--- config.mk ---
export PLATFORM = sky130hd
export DESIGN_NAME = request_queue
export DESIGN_NICKNAME = d
export VERILOG_FILES = /design/src/rtl/request_queue.sv
export SDC_FILE = /design/constraint.sdc
export NUM_CORES = 1
export LEC_CHECK = 0
export CORE_UTILIZATION = 50
export DETAILED_ROUTE_END_ITERATION = 12
export PLACE_DENSITY = 0.68
export SYNTH_ARGS = -nofsm -noshare
export SYNTH_HDL_FRONTEND = slang
export SYNTH_SLANG_ARGS = --single-unit
--- constraint.sdc ---
create_clock -name clk -period 5.7 [get_ports clk]
set_input_delay 1.14 -clock clk [delete_from_list [all_inputs] [get_ports clk]]
set_output_delay 1.14 -clock clk [all_outputs]
set_load 0.02 [all_outputs]
--- src/rtl/request_queue.sv ---
// request_queue: DEPTH-entry circular FIFO between trace parser and DRAM scheduler.
// Optional per-entry age tracking is enabled by defining REQ_QUEUE_AGE_EN.

package global_defs;
   localparam int ADDRESS_WIDTH = 33;
   typedef enum logic [1:0] {
      NOP     = 2'd0,
      READ    = 2'd1,
      WRITE   = 2'd2,
      REFRESH = 2'd3
   } parsed_op_t;
endpackage

module request_queue
   import global_defs::*;
#(
   parameter int DEPTH = 16,
   parameter int AW    = ADDRESS_WIDTH,
   parameter int AGE_W = 8
) (
   input  logic                       clk,
   input  logic                       rst_n,
   input  logic                       in_valid,
   input  parsed_op_t                 in_opcode,
   input  logic [AW-1:0]              in_address,
   output logic                       in_ready,
   output logic                       out_valid,
   output parsed_op_t                 out_opcode,
   output logic [AW-1:0]              out_address,
   input  logic                       out_ready,
   output logic [$clog2(DEPTH+1)-1:0] count,
   output logic                       full,
   output logic                       empty,
   output logic                       overflow,
   output logic [AGE_W-1:0]           head_age
);

   localparam int PW = $clog2(DEPTH);
   localparam int CW = $clog2(DEPTH + 1);

   logic [PW-1:0] wr_ptr;
   logic [PW-1:0] rd_ptr;
   logic [CW-1:0] cnt;
   logic          ovf_q;
   logic          enq;
   logic          deq;

   parsed_op_t    op_mem   [DEPTH];
   logic [AW-1:0] addr_mem [DEPTH];

   // Fullness comes from the occupancy counter, so pointers may wrap freely.
   assign full      = (cnt == CW'(DEPTH));
   assign empty     = (cnt == '0);
   assign in_ready  = !full;
   assign out_valid = !empty;
   assign enq       = in_valid && in_ready;
   assign deq       = out_valid && out_ready;
   assign count     = cnt;
   assign overflow  = ovf_q;

   // Head is forced to NOP/0 when empty so the scheduler never sees stale data.
   assign out_opcode  = empty ? NOP : op_mem[rd_ptr];
   assign out_address = empty ? '0  : addr_mem[rd_ptr];

   // Pointers, occupancy and the sticky overflow flag.
   always_ff @(posedge clk or negedge rst_n) begin
      if (!rst_n) begin
         wr_ptr <= '0;
         rd_ptr <= '0;
         cnt    <= '0;
         ovf_q  <= 1'b0;
      end else begin
         if (enq) begin
            wr_ptr <= wr_ptr + PW'(1);
         end
         if (deq) begin
            rd_ptr <= rd_ptr + PW'(1);
         end
         unique case ({enq, deq})
            2'b10:   cnt <= cnt + CW'(1);
            2'b01:   cnt <= cnt - CW'(1);
            default: cnt <= cnt;
         endcase
         if (in_valid && full) begin
            ovf_q <= 1'b1;
         end
      end
   end

   // Entry storage; deliberately not reset, occupancy alone says what is live.
   always_ff @(posedge clk) begin
      if (enq) begin
         op_mem[wr_ptr]   <= in_opcode;
         addr_mem[wr_ptr] <= in_address;
      end
   end

`ifdef REQ_QUEUE_AGE_EN
   logic [AGE_W-1:0] age_mem [DEPTH];

   // Ages restart on enqueue and saturate; free slots may count, they are
   // overwritten before they can ever reach the head.
   always_ff @(posedge clk) begin
      for (int i = 0; i < DEPTH; i++) begin
         if (enq && (wr_ptr == PW'(i))) begin
            age_mem[i] <= '0;
         end else if (age_mem[i] != '1) begin
            age_mem[i] <= age_mem[i] + AGE_W'(1);
         end
      end
   end

   assign head_age = empty ? '0 : age_mem[rd_ptr];
`else
   assign head_age = '0;
`endif

`ifndef SYNTHESIS
   // Unknown strobes or opcodes must never be captured.
   always @(posedge clk) begin
      if (rst_n) begin
         assert (!$isunknown(in_valid));
         if (in_valid === 1'b1) begin
            assert (!$isunknown(in_opcode));
         end
      end
   end
`endif

endmodule
# --- After elaboration in Yosys (flattened, before gate mapping) ---
# Memory sizes are Yosys's and may differ from the RTL's.
# Cells that the tools add are included.
classes:
  n_eq_ne: 3
  n_mux: 5
  n_div: 0
  order_cmp: 0
  multipliers: 0
  reduce_logical: 7
  n_bitwise: 0
  shift: 0
  addsub: 4
op_table:
  columns: ["cell", "n"]
  rows:
  - ["two-way mux 33 bit", 1]
  - ["one-hot mux 5 bit (2 select lines)", 1]
  - ["adder 4 x 1 -> 4 bit (second input constant)", 2]
  - ["adder 5 x 1 -> 5 bit (second input constant)", 1]
  - ["equality test 5 bit (second input constant)", 1]
  - ["zero test 5 bit", 1]
  - ["subtractor 5 x 1 -> 5 bit (second input constant)", 1]
  - ["logical AND 1 bit", 3]
  - ["equality test 2 x 1 -> 1 bit (second input constant)", 1]
  - ["equality test 2 bit (second input constant)", 1]
  - ["zero test 1 bit", 2]
  - ["two-way mux 1 bit", 2]
  - ["two-way mux 2 bit", 1]
  - ["nonzero test 2 bit", 1]
totals:
  rom_bits: 0
  word_cells: 25
  latchBits: 0
  reg_bits: 14
  output_inout_bits: 53
  ramBits: 560
  inputBits: 39
  memories: 2
memory_table:
  columns: ["name", "depth", "word_bits", "read_ports", "rd_clocked_by_memory_dff", "wr", "line_no", "rtl"]
  rows:
  - ["addr_mem", 16, 33, 1, 0, 1, "49", "logic [AW-1:0] addr_mem [DEPTH];"]
  - ["op_mem", 16, 2, 1, 0, 1, "48", "parsed_op_t op_mem [DEPTH];"]

# --- Logic depth before layout (Yosys ltp) ---
depth:
  ltp_word: 5
  mapped_depth: 12
  ltp_nobuf: 10

# --- Worst setup path after synthesis ---
# No wires, ideal clock.
synth_timing:
  path_kind: "input -> register"
  startpoint: "input port in_valid"
  endpoint: "memory addr_mem[3][0] (netlist bit) (enable)"
  arrival_ps: 4039
  setup_ps: 471
  path_buffers: 0
  required_time_ps: 5229
  slack_ps: 1191
  stages: 3
  cell_sequence: "a21boi_2 nand2_1 nor3_1"
synth_via:
  elab_chain_cells: 3
synth_rtl:
  columns: ["item", "line_no", "rtl"]
  rows:
  - ["from (decl)", "23", "input logic in_valid,"]
  - ["logical AND 1 bit", "56", "assign enq = in_valid && in_ready;"]
  - ["two-way mux 1 bit", "92", "if (enq) begin"]
  - ["two-way mux 1 bit (not written as such)", "94", "addr_mem[wr_ptr] <= in_address;"]
  - ["to (decl)", "49", null]
# No other way between the ends.

# --- Worst setup path in the final report ---
layout_timing:
  startpoint: "register rd_ptr[0]"
  endpoint: "output port out_address[20]"
layout_via:
  elab_chain_cells: 2
layout_rtl:
  columns: ["item", "line_no", "rtl"]
  rows:
  - ["from (decl)", "42", "logic [PW-1:0] rd_ptr;"]
  - ["from (signal assigned)", "77", "rd_ptr <= rd_ptr + PW'(1);"]
  - ["memory (16 x 33 bit)", null, null]
  - ["two-way mux 33 bit", "63", "assign out_address = empty ? '0 : addr_mem[rd_ptr];"]
  - ["to (decl)", "29", "output logic [AW-1:0] out_address,"]
# No other way between the ends.

==> summary.txt <==
==============================================================================
Status                                                            complete, no violations
Final HPWL DP                                                        24,800 um
Layout cell share with drive strength beyond 1                           0.210
Die X-Extent                                                            215 um
Area of combinational cells with multiple inputs                     5180 um^2
Post-route design area                                             26,000 um^2
Post-synth design cell area                                        22,600 um^2
Routed Wire Length                                                   45,300 um
Final-stage net count                                                    1,179
Normalized max-slew margin                                               0.181
Hold Path Stages                                                             1
FF+latch area                                                      17,200 um^2
Number of CTS-inserted buffers                                              57
GRT Total Usage                                                          0.201
Detailed-router iteration count before antenna repair                        7
Launching element type of the critical path                           register
First-pass GRT wire length                                           67,700 um
Antenna diodes                                                               0
Worst-path maximum fanout                                                   61
Slack of the worst reg-to-reg path                                     2.43 ns
Synthesized area per cell                                            22.5 um^2
Hold-fix buffer count after cts                                              0
Tightest Pin Transition                                                1.23 ns
Clock latency reported for the late side of the worst-skew pair        0.62 ns
Pwr per Cell Area                                                  501 nW/um^2
Most common flop cell mapped by yosys                             sky130_fd_sc_hd__edfxtp_1
Leading cell types in the layout, fill and taps excluded          560 x sky130_fd_sc_hd__edfxtp_1, 83 x sky130_fd_sc_hd__clkdlybuf4s50_1, 72 x sky130_fd_sc_hd__mux4_2
Final critical-path share of the clock period                            0.850
H-tree level count                                                           2
Maximum vdd ir drop                                                   0.353 mV
Grt ovf                                                                      0
Final setup viols                                                            0
Setup crit end kind                                               primary output
Worst Path Arrival                                                     3.71 ns
Max capacitance violation total                                              0
Last weighted congestion value of the routability-driven placer          0.734
Number of enable-type register cells in the synthesized netlist            560
TritonCTS clock tree                                                      done
Leakage power of the design                                            8.49 nW
Clock transition at the registers of the reported paths                0.06 ns
Crit path required time                                                4.56 ns
Fillcell total                                                           3,153
Setup Crit Path Kind                                              register to primary output
Iteration-0 DRC Markers                                                    963
Setup tns final                                                           0 ns
Synthesis Warnings                                                           0
Area growth from synthesis to layout                                     15.1%
Post-CTS setup buffer count                                                  0
Path category of the worst min-delay check                        register to register
Most common library cell in the layout ignoring fill and taps     sky130_fd_sc_hd__edfxtp_1
Post-DRT Antenna Nets                                                        0
Antenna violations before repair                                             0
WL per Instance                                                        25.6 um
Clock sink count                                                           574
DR vias/cell                                                              5.87
Placeable core region                                              44,400 um^2
Ys async rst share                                                      0.0244
Clk buf depth                                                                3
Maximum operating frequency                                          0.206 GHz
Number of remaining DRC errors                                               0
Library cell used as clock root buffer                            sky130_fd_sc_hd__clkbuf_16
Unrepaired setup endpoints after global routing                             no
Max-slew violation count                                                     0
Placed cell area                                                   24,300 um^2
Number of rows in the core area                                             77
Post-route clock skew                                                0.0189 ns
Sequential fraction of the synthesis area                                0.759
Total of buffers placed on input and output ports                           83
Die ar.                                                            46,100 um^2
Number of register bits inferred by synthesis                              574
Pin count of the biggest net entering global routing                        62
Synthesized instance count                                               1,008
Effective utilization at floorplan                                       0.510
Synth unique cells                                                          43
Post-CTS Resized                                                             0
Final Hold Violating Endpoints                                               0
Final critical-path required period                                    4.85 ns
Via count of the first global-routing pass                              10,600
Cell count of the worst reg-to-reg path                                     11
Via count                                                               10,400
Boundary pin count                                                          92
Floorplan die height                                                    215 um
==============================================================================
-- power breakdown --
part           internal [mW]  leakage (nW)  switching [mW]
Sequential              5.10          5.22           0.394
Clock                   2.00         0.839            1.52
Combinational           2.01          2.44            2.02
-- layout make-up --
cell class                      count  share of cell area
Inverter                            6            0.000865
Tap cell                          592              0.0284
Sequential cell                   574               0.659
Multi-Input combinational cell    371               0.199
Clock buffer                       74              0.0580
Timing Repair Buffer              121              0.0452
Clock inverter                     28             0.00893
-- logic make-up (layout without fill, tap and decap cells) --
kind of cell	Yosys count	count (layout)	synth area share
and+or+nand+nor	49	49	0.0108
adders and majority gates	9	9	0.00498
muxes	213	213	0.183
other	1	8	0.000166
AOI/OAI and AO/OA	81	81	0.0194
DFF	574	574	0.759
buffers and inverters	70	229	0.0185
xor gates and xnor gates	11	11	0.00426
-- through the flow --
stage,setup slack (ns),cells,utilization,total power [mW],hold slack [ns]
floorplan,1.19,1015,-,8.22,0.565
global placement,1.40,1664,0.547,9.63,0.437
detailed placement,1.40,1664,0.547,9.67,0.448
CTS,0.741,1766,0.587,13.2,0.462
global route,0.636,1766,0.587,13.6,0.497
finish,0.855,1766,0.587,13.0,0.457
-- flip-flops by register name, indices dropped and copies added, names as in the netlist --
signal	count
addr_mem	528
count	5
op_mem	32
overflow	1
rd_ptr	4
wr_ptr	4
-- synthesized netlist by cell type (all sizes together), types with 2 or more instances --
library cell	n	area, um^2
xnor2	8	70.1
nor2	15	56.3
o21ai	35	179
nand3	3	15.0
nor2b	2	12.5
edfxtp	560	16800
a21boi	2	18.8
dfrtp	14	350
mux2i	39	390
or2	2	12.5
buf	49	339
nand4	3	18.8
mux4	138	3360
nand2	11	41.3
inv	6	22.5
clkbuf	15	56.3
nand2b	3	18.8
xor2	3	26.3
a21oi	36	180
nor3	4	20.0
nand3b	2	15.0
ha	9	113
mux2	36	405
-- path summary, 6_finish.rpt --
path,start,to
setup / recovery,rd_ptr[0],out_address[20]
hold reg to reg,overflow,overflow
min in group asynchronous,rst_n,overflow
max in group asynchronous,rst_n,rd_ptr[3]
hold / removal,overflow,overflow
setup reg to reg,count[1],count[4]
-- routing by layer --
metal  routed length, um  GRT usage  vias to the layer above
met4                 848     0.0583                        0
met3                2020     0.0273                       65
met2               22700      0.329                      277
met1               19700      0.284                     5510
li1                    -          -                     4510
met5                   0          0                        -
-- critical path, stage by stage (launching register included) --
cell	delay [ns]
sky130_fd_sc_hd__dfrtp_4	1.20
sky130_fd_sc_hd__buf_4	0.44
sky130_fd_sc_hd__mux4_2	0.54
sky130_fd_sc_hd__mux2i_1	0.15
sky130_fd_sc_hd__a21oi_1	0.13
sky130_fd_sc_hd__clkdlybuf4s50_1	0.59
Power figures use the tool's default switching activity.
